**src/rtl/acq_readout.sv**
```systemverilog
// Chronological readback of the circular acquisition buffer: one word is read at a time,
// starting at the pivot and wrapping at DEPTH, and each word is handed to a valid/ready stream.
module acq_readout #(
   parameter int ADDR_WIDTH = 23,
   parameter int DATA_WIDTH = 16,
   parameter int IDX_WIDTH  = 22,
   parameter int DEPTH      = 4194304,
   parameter int BASE       = 0
) (
   input  logic                  sys_clk,
   input  logic                  sys_rst,
   input  logic                  start,
   input  logic                  abort,
   input  logic [IDX_WIDTH-1:0]  pivot,
   input  logic [IDX_WIDTH:0]    count,
   output logic                  busy,
   output logic                  done,
   output logic                  err,
   output logic                  mem_rd_req,
   output logic [ADDR_WIDTH-1:0] mem_rd_addr,
   input  logic                  mem_rd_ack,
   input  logic                  mem_rd_valid,
   input  logic [DATA_WIDTH-1:0] mem_rd_data,
   output logic                  out_valid,
   input  logic                  out_ready,
   output logic [DATA_WIDTH-1:0] out_data,
   output logic                  out_last
);

   localparam logic [IDX_WIDTH:0]    DEPTH_C  = (IDX_WIDTH+1)'(DEPTH);
   localparam logic [IDX_WIDTH-1:0]  LAST_IDX = IDX_WIDTH'(DEPTH - 1);
   localparam logic [ADDR_WIDTH-1:0] BASE_C   = ADDR_WIDTH'(BASE);
   localparam logic [IDX_WIDTH:0]    REM_ONE  = (IDX_WIDTH+1)'(1);
   localparam logic [IDX_WIDTH-1:0]  IDX_ONE  = IDX_WIDTH'(1);

   typedef enum logic [1:0] {S_IDLE, S_REQ, S_WAIT, S_OUT} state_t;

   state_t                state_q, state_d;
   logic [IDX_WIDTH-1:0]  idx_q, idx_d;
   logic [IDX_WIDTH:0]    rem_q, rem_d;
   logic                  abort_pend_q, abort_pend_d;
   logic                  done_q, done_d;
   logic                  err_q, err_d;
   logic                  out_valid_q, out_valid_d;
   logic                  out_last_q, out_last_d;
   logic [DATA_WIDTH-1:0] out_data_q, out_data_d;

   always_ff @(posedge sys_clk) begin
      if (sys_rst) begin
         state_q      <= S_IDLE;
         idx_q        <= '0;
         rem_q        <= '0;
         abort_pend_q <= 1'b0;
         done_q       <= 1'b0;
         err_q        <= 1'b0;
         out_valid_q  <= 1'b0;
         out_last_q   <= 1'b0;
         out_data_q   <= '0;
      end else begin
         state_q      <= state_d;
         idx_q        <= idx_d;
         rem_q        <= rem_d;
         abort_pend_q <= abort_pend_d;
         done_q       <= done_d;
         err_q        <= err_d;
         out_valid_q  <= out_valid_d;
         out_last_q   <= out_last_d;
         out_data_q   <= out_data_d;
      end
   end

   always_comb begin
      state_d      = state_q;
      idx_d        = idx_q;
      rem_d        = rem_q;
      abort_pend_d = abort_pend_q;
      done_d       = 1'b0;
      err_d        = 1'b0;
      out_valid_d  = out_valid_q;
      out_last_d   = out_last_q;
      out_data_d   = out_data_q;
      case (state_q)
         S_IDLE: begin
            if (start) begin
               if (({1'b0, pivot} >= DEPTH_C) || (count > DEPTH_C)) begin
                  err_d = 1'b1;
               end else if (count == '0) begin
                  done_d = 1'b1;
               end else begin
                  idx_d        = pivot;
                  rem_d        = count;
                  abort_pend_d = 1'b0;
                  state_d      = S_REQ;
               end
            end
         end
         S_REQ: begin
            // Once acked the read is in flight; an abort must wait for its data.
            if (mem_rd_ack) begin
               abort_pend_d = abort;
               state_d      = S_WAIT;
            end else if (abort) begin
               state_d = S_IDLE;
            end
         end
         S_WAIT: begin
            if (abort) abort_pend_d = 1'b1;
            if (mem_rd_valid) begin
               abort_pend_d = 1'b0;
               if (abort_pend_q || abort) begin
                  state_d = S_IDLE;
               end else begin
                  out_data_d  = mem_rd_data;
                  out_valid_d = 1'b1;
                  out_last_d  = (rem_q == REM_ONE);
                  state_d     = S_OUT;
               end
            end
         end
         S_OUT: begin
            if (abort) begin
               out_valid_d = 1'b0;
               out_last_d  = 1'b0;
               state_d     = S_IDLE;
            end else if (out_ready) begin
               rem_d       = rem_q - REM_ONE;
               idx_d       = (idx_q == LAST_IDX) ? '0 : idx_q + IDX_ONE;
               out_valid_d = 1'b0;
               out_last_d  = 1'b0;
               if (out_last_q) begin
                  done_d  = 1'b1;
                  state_d = S_IDLE;
               end else begin
                  state_d = S_REQ;
               end
            end
         end
         default: state_d = S_IDLE;
      endcase
   end

   assign busy        = (state_q != S_IDLE);
   assign done        = done_q;
   assign err         = err_q;
   assign mem_rd_req  = (state_q == S_REQ);
   assign mem_rd_addr = (state_q == S_REQ) ? (BASE_C + ADDR_WIDTH'(idx_q)) : '0;
   assign out_valid   = out_valid_q;
   assign out_data    = out_data_q;
   assign out_last    = out_last_q;

endmodule

```
**config.mk**
```make
export PLATFORM = sky130hd
export DESIGN_NAME = acq_readout
export DESIGN_NICKNAME = d
export VERILOG_FILES = /design/src/rtl/acq_readout.sv
export SDC_FILE = /design/constraint.sdc
export NUM_CORES = 1
export LEC_CHECK = 0
export ABC_AREA = 1
export BUFFER_PORTS_ARGS = -buffer_cell sky130_fd_sc_hd__buf_2
export CORE_MARGIN = 2
export CORE_UTILIZATION = 47
export DETAILED_ROUTE_END_ITERATION = 10
export GPL_ROUTABILITY_DRIVEN = 0
export PLACE_DENSITY = 0.8
export SYNTH_ARGS = -nofsm -noshare
export SYNTH_HDL_FRONTEND = slang
export SYNTH_SLANG_ARGS = --single-unit
```
**constraint.sdc**
```tcl
create_clock -name sys_clk -period 3.3 [get_ports sys_clk]
set_input_delay 0.33 -clock sys_clk [delete_from_list [all_inputs] [get_ports sys_clk]]
set_output_delay 0.33 -clock sys_clk [all_outputs]
set_load 0.05 [all_outputs]
```
After elaboration in Yosys (flattened, before gate mapping)
Cells that the tools add are included.

Input bits: 68. Logic and storage cells: 92. Bits in registers: 68.

Add/sub/neg operators: 2. Reduce and logical (&&, ||, !) cells: 13. Muxes and demuxes: 48. Equal/unequal tests: 16. Magnitude comparators: 1. Bitwise gates (word level): 3.

Operators by type and width (number): $mux 22 (7); $mux 23 (5); $pmux 23 s2 (1); $pmux 22 s2 (1); $eq 23x1->1 const B (1); $gt 23x23->1 const B (1); $logic_not 23->1 (1); $sub 23x1->23 const B (1); $add 22x1->22 const B (1); $eq 22x22->1 const B (1); $mux 1 (20); $mux 2 (9); $reduce_and 6->1 (3); $ne 2x2->1 const B (7); $pmux 2 s4 (1); $ne 3x3->1 const B (2); $pmux 1 s2 (3); $reduce_bool 2->1 (3); $eq 2x2->1 const B (2); $reduce_and 4->1 (1); $ne 3x2->1 const B (1); $not 1->1 (3); $pmux 1 s3 (1); $reduce_and 3->1 (1); 6 further kinds (6).

Logic depth before layout (Yosys ltp)
Gate-level depths: netlist of run 1.

Word-level depth: 5. Gate-level depth with buffers: 12.

Least setup slack after synthesis of run 1
Ideal clock, no wire load.

Path kind: register to output. Start point: register state_q[1]. End point: output port mem_rd_addr[10]. Arrival time: 1.653 ns. Data required time: 2.970 ns. Stages on the path, launching flop included: 6. Path slack: 1.317 ns. Cell sequence: dfxtp_1 -> inv_1 -> ha_1 -> clkbuf_1 -> nand2_1 -> inv_1.

Cells in the longest elaborated chain, start to end: 2.

Ends and longest elaborated chain: start: declaration (RTL line 38) `state_t state_q, state_d;`; start signal: assignment (RTL line 60) `state_q <= state_d;`; $eq 2x1->1; net mem_rd_req (RTL line 19) `output logic mem_rd_req,`; $mux 22 (RTL line 146) `assign mem_rd_addr = (state_q == S_REQ) ? (BASE_C + ADDR_WIDTH'(idx_q)) : '0;`; end: declaration (RTL line 20) `output logic [ADDR_WIDTH-1:0] mem_rd_addr,`.

The timed path passes the listed nets, and every way through them passes these cells.

Final worst setup path of run 1
Start point: register state_q[1]. End point: register rem_q[13].

Cells in the longest elaborated chain, start to end: 3. Elaborated cells on any way between the ends: 10.

Ends and longest elaborated chain: $eq 2x2->1 or $logic_not 2->1 (tied branches) (RTL line 82) `case (state_q)`; $ne 2x2->1 (no source line) or $reduce_bool 2->1 (tied branches); $reduce_and 6->1 (no source line); end signal: assignment (RTL line 62) `rem_q <= rem_d;`; end: declaration (RTL line 40) `logic [IDX_WIDTH:0] rem_q, rem_d;`.

Parallel ways exist; a longest one is shown, timed or not. A chain may end at the register's enable or synchronous reset.

==> flow_summary.ini, run 1 <==
[setup_path]
worst-path-buf-inv = 2
startpoint_type = flop
cp_common_cell = nor2_1
cp_slowest_cell = clkinv_1
crit_fanout = 30
end_kind = flop
worst-setup-path-type = reg -> reg
slowest_delay_ns = 0.61
worstPathArrival_ns = 2.77
worstPathCellList = ha_1 > clkinv_1 > buf_4 > a21oi_1 > o21ai_0 > nand2_1 > nor2_1 > nor2_1
required_ns = 3.59
path_delay_family = buffers and inverters

[floorplanning]
die_area_um2 = 11000
fp.dieW_um = 105
core_area_um2 = 9820
start_util_pct = 48.8
row_count = 36
io_pins = 113
die_y_um = 105

[global_routing]
grt_pass1_vias = 4737
grt_start_max_net_pins = 80
grt_overflow = 0
grt_pass1_wl_um = 21700
antenna_found_initial = 0
grt_util_all_layers_pct = 23.5

[cts]
clockBufferDepth = 2
cts_tree = done
insertion_delay_ns = 0.35
cts_resized = 0
postCtsHoldBufs = 0
postCtsSetupRepairBufs = 0
cts_made_buffers = 9
cts_htree_levels = 3
clockRootBuffer = clkbuf_8
numClockSinks = 68
clk_pin_slew_ns = 0.09

[detailed_routing]
drcViolationCount = 0
final_antenna_net_count = 0
wl_um = 12800
vias = 5426
avgRoutedWirePerCell_um = 11.7
drtPass1Iterations = 5
avgViaCountPerCell = 4.92
drt_iter0_drc = 273

[hold_path]
hp-class = in -> reg

[flow_run]
cap_viol_max_count = 0

[sta]
tightest_slew_ns = 0.830
maxSlewViolCount = 0
clock_skew_ns = 0.0101
period_needed_ns = 2.49
fmax_mhz = 402
slew_headroom_pct = 44.6
hold_viol = 0
rsz0062_at_grt = no
finalSetupTns_ns = 0
post-route-period-util_pct = 75.4
finalSetupViolations = 0

[synthesis]
synth_top_area_cell = dfxtp_1
synth_cells = 868
ys_seq_area_share_pct = 28.4
synth-seq-cells = 68
syn-num-nets = 943
syn_avg_cell_area_um2 = 5.52
synth_top_area_share_pct = 28.4
yosysWarnings = 0
syn_area_um2 = 4790
ys_types = 33
synthTopCellsByArea = dfxtp_1 28%, nand2_1 24%, nor2_1 14%

[power]
ir_drop_mv = 0.646
p_per_area_nw_per_um2 = 872
pwr-share-clk_pct = 13.1
power_frac_seq_pct = 29.4
p_comb_share_pct = 57.4
power.switching_w = 0.00263
cell_internal_pwr_w = 0.00224
p_leak_nw = 3.05
p_sw_share_pct = 54.0

[placement]
port_buffers = 111
hpwl_um = 9620

[finish]
drive_gt1_share_pct = 15.3
finalNetCount = 1039
fillers = 1071
layout_commonest_cell = nand2_1
area_growth_pct = 16.5
final_util_pct = 56.8
final_cell_mix = 303 x nand2_1, 179 x nor2_1, 111 x buf_2
diodes = 0

[run_status]
status = finished, final reports clean
final timing paths:
kind,from,to,slack (ns),cells past startpoint
worst max-delay path,state_q[1],rem_q[13],0.81,8
worst min-delay path,mem_rd_data[12],out_data[12],0.24,3
worst min register to register,out_data[11],out_data[11],0.46,2
worst max register to register,state_q[1],rem_q[13],0.81,8
layout make-up:
class	instances	area, µm²	area share, %
flip-flops and latches	68	1360	24.4
multi-input cells	670	2910	52.1
inverters	97	364	6.52
clock buffers	9	124	2.22
clock inverters	7	52.6	0.941
well taps	133	166	2.98
repair buffers	118	608	10.9
state kept, by name (all words and copies together) (netlist names):
| register | cells |
|---|---|
| idx_q | 22 |
| done | 1 |
| abort_pend_q | 1 |
| out_last | 1 |
| out_valid | 1 |
| state_q | 2 |
| err | 1 |
| rem_q | 23 |
| out_data | 16 |
tightest hold or removal path, cell delays in order:
cell	delay, ns
buf_2	0.10
nand3_1	0.07
a21oi_1	0.06
logic make-up after synthesis:
family / share of synthesized area, %
DFF: 28.4
other: 0.0783
and+or+nand+nor: 49.9
xor gates and xnor gates: 1.65
adders and majority gates: 1.83
AOI/OAI and AO/OA: 7.24
buffers and inverters: 10.9
power by group through the flow:
stage | clock network [W] | registers, W | logic [W]
2_1_floorplan | 0 | 0.00141 | 0.00226
6_report | 0.000640 | 0.00143 | 0.00279
3_5_place_dp | 0 | 0.00144 | 0.00277
3_3_place_gp | 0 | 0.00144 | 0.00274
4_1_cts | 0.000654 | 0.00142 | 0.00278
5_1_grt | 0.000689 | 0.00148 | 0.00323
stage by stage:
stage               cell area (µm²)  power, W  hold slack (ns)  instances  worst slack (ns)
floorplan                      4790   0.00367            0.408        868              1.32
global placement               5410   0.00418            0.447       1086             0.984
detailed placement             5410   0.00420            0.454       1086             0.827
CTS                            5580   0.00486            0.220       1102             0.833
global route                   5580   0.00539            0.233       1102             0.610
finish                         5580   0.00487            0.236       1102             0.813
layer usage:
layer	vias up	share of wire [%]	GRT usage [%]	wire, µm
li1	2872	-	-	-
met1	2359	48	32.7	6130
met2	189	44	37.9	5720
met5	-	0	0	0
met4	0	0.69	5.52	88
met3	6	7.1	4.30	906
Yosys cell counts:
cell type	count
nor3_1	5
o22ai_1	2
nor3_2	1
nor2_1	179
conb_1	1
a21oi_1	26
clkbuf_1	13
xor2_1	9
nand2_4	1
buf_6	2
inv_2	2
dfxtp_1	68
ha_1	7
buf_4	1
nor4_1	1
o21ai_1	1
nor2_2	5
o21bai_1	1
nand2_2	3
buf_1	4
nand3_1	70
nor2_4	1
and2_1	1
o21a_1	1
or2_2	1
o2111ai_1	1
nand3b_1	2
nand4_1	14
o21ai_0	32
inv_1	95
o31ai_1	2
buf_2	13
nand2_1	303
Power figures use the tool's default switching activity.
==> run 2, diff against run 1 <==
==> constraint.sdc (replaced) <==
create_clock -name sys_clk -period 2.4 [get_ports sys_clk]
set_input_delay 0.24 -clock sys_clk [delete_from_list [all_inputs] [get_ports sys_clk]]
set_output_delay 0.24 -clock sys_clk [all_outputs]
set_load 0.05 [all_outputs]
==> run 2 against run 1 <==
Compared with the run above:
- final area grew 1.7%
- routed wire length is 1.1% higher
- combinational power is 43% higher
- sequential share of layout area decreased by 0.40 points
- via count increased by 1.3%
- global-route usage increased by 0.65 points
- critical path type is now reg -> out
- highest routed layer unchanged
==> flow_summary.ini, run 2 (same netlist as run 1, synthesis figures left out) <==
[run_status]
status = finished, final reports clean

[cts]
clockRootBuffer = clkbuf_8
cts_made_buffers = 9
cts_resized = 0
clk_pin_slew_ns = 0.08
cts_tree = done
postCtsHoldBufs = 0
numClockSinks = 68
cts_htree_levels = 3
postCtsSetupRepairBufs = 0
insertion_delay_ns = 0.35
clockBufferDepth = 2

[power]
p_sw_share_pct = 52.3
ir_drop_mv = 0.923
p_total_w = 0.00703
p_leak_nw = 3.10
p_per_area_nw_per_um2 = 1240
pwr-share-clk_pct = 15.4
power.switching_w = 0.00367
cell_internal_pwr_w = 0.00335
power_frac_seq_pct = 28.0
p_comb_share_pct = 56.6

[sta]
hold_viol = 0
post-route-period-util_pct = 86.2
clock_skew_ns = 0.0104
slew_headroom_pct = 65.6
finalSetupViolations = 0
tightest_slew_ns = 0.515
finalSetupTns_ns = 0
maxSlewViolCount = 0
fmax_mhz = 484
rsz0062_at_grt = no
period_needed_ns = 2.07

[global_routing]
grt_pass1_vias = 4923
grt_start_max_net_pins = 80
grt_util_all_layers_pct = 24.2
antenna_found_initial = 0
grt_overflow = 0
grt_pass1_wl_um = 22100

[finish]
finalInstanceArea_um2 = 5680
multi_input_area_um2 = 2910
area_growth_pct = 18.5
fillers = 1045
seqCellArea_um2 = 1360
largest-register = rem_q
finalNetCount = 1042
final_cell_mix = 303 x nand2_1, 179 x nor2_1, 111 x buf_2
layout_commonest_cell = nand2_1
drive_gt1_share_pct = 15.5
diodes = 0
largest_reg_flops = 23

[floorplanning]
die_area_um2 = 11000
start_util_pct = 48.8
io_pins = 113
row_count = 36
core_area_um2 = 9820
die_y_um = 105
fp.dieW_um = 105

[hold_path]
hold-path-cell-count = 3
hp-class = in -> reg

[setup_path]
required_ns = 2.16
worstPathArrival_ns = 1.83
worst-setup-path-type = reg -> out
ff2ff_path_depth = 10
startpoint_type = flop
crit_fanout = 14
end_kind = output pin

[placement]
place_area_um2 = 5450
port_buffers = 111
hpwl_um = 9540

[detailed_routing]
wl_met2_um = 5780
wl_met3_um = 979
drtPass1Iterations = 5
avgViaCountPerCell = 4.97
drcViolationCount = 0
wl_um = 13000
avgRoutedWirePerCell_um = 11.8
final_antenna_net_count = 0
met1_length_um = 6050
highest_layer = met4
vias = 5494
drt_iter0_drc = 330

[flow_run]
cap_viol_max_count = 0
-- run 2: changes by cell type in the layout (fill, tap and decap cells not counted) --
| cell | delta |
|---|---|
| inv_6 | +1 |
| bufinv_16 | +2 |
| buf_4 | +1 |
| clkinv_4 | -2 |
| clkinv_2 | -1 |
| buf_12 | +2 |
-- run 2: routing by layer --
layer	up-vias	GRT usage [%]
met5	-	0
met4	0	7.90
met3	14	3.62
met2	197	38.5
met1	2410	33.5
li1	2873	-
-- run 2: stage by stage --
step / hold WS, ns / setup WS (ns) / cells / util (%)
6_report: 0.156 / 0.332 / 1105 / 57.8
5_1_grt: 0.142 / 0.165 / 1105 / 57.8
4_1_cts: 0.141 / 0.311 / 1105 / 57.8
3_5_place_dp: 0.454 / 0.476 / 1089 / 55.5
3_3_place_gp: 0.446 / 0.490 / 1089 / 55.5
2_1_floorplan: 0.318 / 0.507 / 868 / -
-- run 2: power groups by stage --
stage | combinational, W | clock (W) | sequential [W]
after floorplan | 0.00311 | 0 | 0.00194
after global placement | 0.00385 | 0 | 0.00198
after detailed placement | 0.00393 | 0 | 0.00198
after CTS | 0.00395 | 0.00110 | 0.00195
after global routing | 0.00456 | 0.00115 | 0.00202
final | 0.00398 | 0.00108 | 0.00197
-- run 2: final cells by class --
class,count,area share (%)
tap,133,2.93
multi-input combinational,670,51.2
clock inverter,7,1.74
timing repair buffer,121,11.6
inverter,97,6.42
sequential,68,24.0
clock buffer,9,2.18
-- run 2: final timing paths --
check            startpoint               to  slack [ns]
max              state_q[1]  mem_rd_addr[21]        0.33
min          mem_rd_data[5]      out_data[5]        0.16
max reg2reg        idx_q[1]        idx_q[13]        0.44
min reg2reg     out_data[0]      out_data[0]        0.47
-- run 2: worst max-delay path, cell delays in order, from the launching register on --
cell and delay [ns]:
dfxtp_1 0.33, inv_1 0.10, ha_1 0.46, buf_12 0.20, nand2_1 0.08, inv_1 0.05
buf_2 0.25
==> run 3, diff against run 2 <==
--- a/config.mk
+++ b/config.mk
@@ -9,9 +9,11 @@
 export BUFFER_PORTS_ARGS = -buffer_cell sky130_fd_sc_hd__buf_2
 export CORE_MARGIN = 2
 export CORE_UTILIZATION = 47
+export CTS_BUF_LIST = sky130_fd_sc_hd__clkbuf_8
 export DETAILED_ROUTE_END_ITERATION = 10
 export GPL_ROUTABILITY_DRIVEN = 0
 export PLACE_DENSITY = 0.8
+export SETUP_SLACK_MARGIN = 0.2
 export SYNTH_ARGS = -nofsm -noshare
 export SYNTH_HDL_FRONTEND = slang
 export SYNTH_SLANG_ARGS = --single-unit
==> run 3 against run 2 <==
Compared with the run above:
- maximum frequency rose by 6.9%
- final area about the same
- core utilization is 0.051 points higher
- sequential cell count unchanged
- final cell count stayed put
- routed wire length fell by 0.25%
- global-route usage stayed put
==> flow_summary.ini, run 3 (same netlist as run 1, synthesis figures left out) <==
[setup_path]
end_kind = output pin
cp_slowest_cell = ha_2
worstPathArrival_ns = 1.69
crit_fanout = 14
required_ns = 2.16
slowest_delay_ns = 0.35
cp_common_cell = inv_1
worst-setup-path-type = reg -> out
startpoint_type = flop
worstPathCellList = inv_1 > ha_2 > buf_12 > nand2_1 > inv_1 > buf_2

[global_routing]
antenna_found_initial = 0
grt_util_all_layers_pct = 24.2
grt_overflow = 0
grt_pass1_vias = 4923
grt_pass1_wl_um = 22100
grt_start_max_net_pins = 80

[sta]
fmax_mhz = 517
finalSetupViolations = 0
hold_viol = 0
clock_skew_ns = 0.0104
hold_slack_ns = 0.155
post-route-period-util_pct = 80.6
finalSetupTns_ns = 0
rsz0062_at_grt = no
period_needed_ns = 1.93
maxSlewViolCount = 0
slew_headroom_pct = 65.8
tightest_slew_ns = 0.511

[finish]
seqCellArea_um2 = 1360
area_growth_pct = 18.6
layout.cells.non_filler = 1105
diodes = 0
layout_commonest_cell = nand2_1
finalNetCount = 1042
final_cell_mix = 302 x nand2_1, 179 x nor2_1, 111 x buf_2
fillers = 1045
final_util_pct = 57.8
drive_gt1_share_pct = 15.7
largest_reg_flops = 23
largest-register = rem_q
multi_input_area_um2 = 2910

[placement]
dp.cells = 1089
port_buffers = 111
hpwl_um = 9540

[cts]
clk_pin_slew_ns = 0.08
numClockSinks = 68
clockRootBuffer = clkbuf_8
clockBufferDepth = 2
insertion_delay_ns = 0.35
cts_resized = 0
postCtsSetupRepairBufs = 0
cts_made_buffers = 9
cts_htree_levels = 3
cts_tree = done
postCtsHoldBufs = 0

[detailed_routing]
drt_iter0_drc = 339
final_antenna_net_count = 0
drtPass1Iterations = 4
drcViolationCount = 0
avgRoutedWirePerCell_um = 11.7
avgViaCountPerCell = 4.97
vias = 5495
wl_um = 13000

[hold_path]
hp-class = in -> reg

[floorplanning]
start_util_pct = 48.8
io_pins = 113
row_count = 36
core_area_um2 = 9820
die_area_um2 = 11000
die_y_um = 105
fp.dieW_um = 105

[power]
p_leak_nw = 3.10
ir_drop_mv = 0.920
p_per_area_nw_per_um2 = 1240

[run_status]
status = finished, final reports clean

[flow_run]
cap_viol_max_count = 0
==> run 3: worst paths after layout <==
check	startpoint	endpoint	slack, ns	cells after the start
setup / recovery	state_q[1]	mem_rd_addr[21]	0.47	6
hold / removal	mem_rd_data[5]	out_data[5]	0.16	3
setup reg to reg	state_q[1]	rem_q[20]	0.54	10
hold reg to reg	out_data[7]	out_data[7]	0.46	2
==> run 3: final cells by class <==
cell class	count	area share [%]
Inverter	97	6.41
Sequential cell	68	24.0
Clock buffer	9	2.18
Clock inverter	7	1.74
Multi-Input combinational cell	670	51.2
Tap cell	133	2.93
Timing Repair Buffer	121	11.5
==> run 3: through the flow <==
stage / total power [W] / area (µm²) / worst slack, ns
4_1_cts: 0.00700 / 5680 / 0.311
5_1_grt: 0.00774 / 5680 / 0.335
3_5_place_dp: 0.00590 / 5450 / 0.476
3_3_place_gp: 0.00583 / 5450 / 0.490
2_1_floorplan: 0.00504 / 4790 / 0.507
6_report: 0.00703 / 5680 / 0.465
==> run 3: critical path: cells and delay by family, from the launching register on <==
kind	cells	cell delay, ns
fa+ha+maj	1	0.35
flops	1	0.33
simple gates	1	0.08
buf+inv	4	0.59
==> run 3: routing by layer <==
metal,track usage [%],share of wire (%),up-vias
met3,3.62,7.4,15
met1,33.5,47,2401
met2,38.5,44,205
met5,0,0,-
met4,7.90,1.4,0
li1,-,-,2874
==> run 3: power by group <==
group          leakage, nW  internal, W  total [W]  switching, W
sequential           0.559      0.00154    0.00197      0.000431
clock                0.110     0.000593    0.00108      0.000492
combinational         2.43      0.00123    0.00398       0.00276
total                 3.10      0.00336    0.00703       0.00368
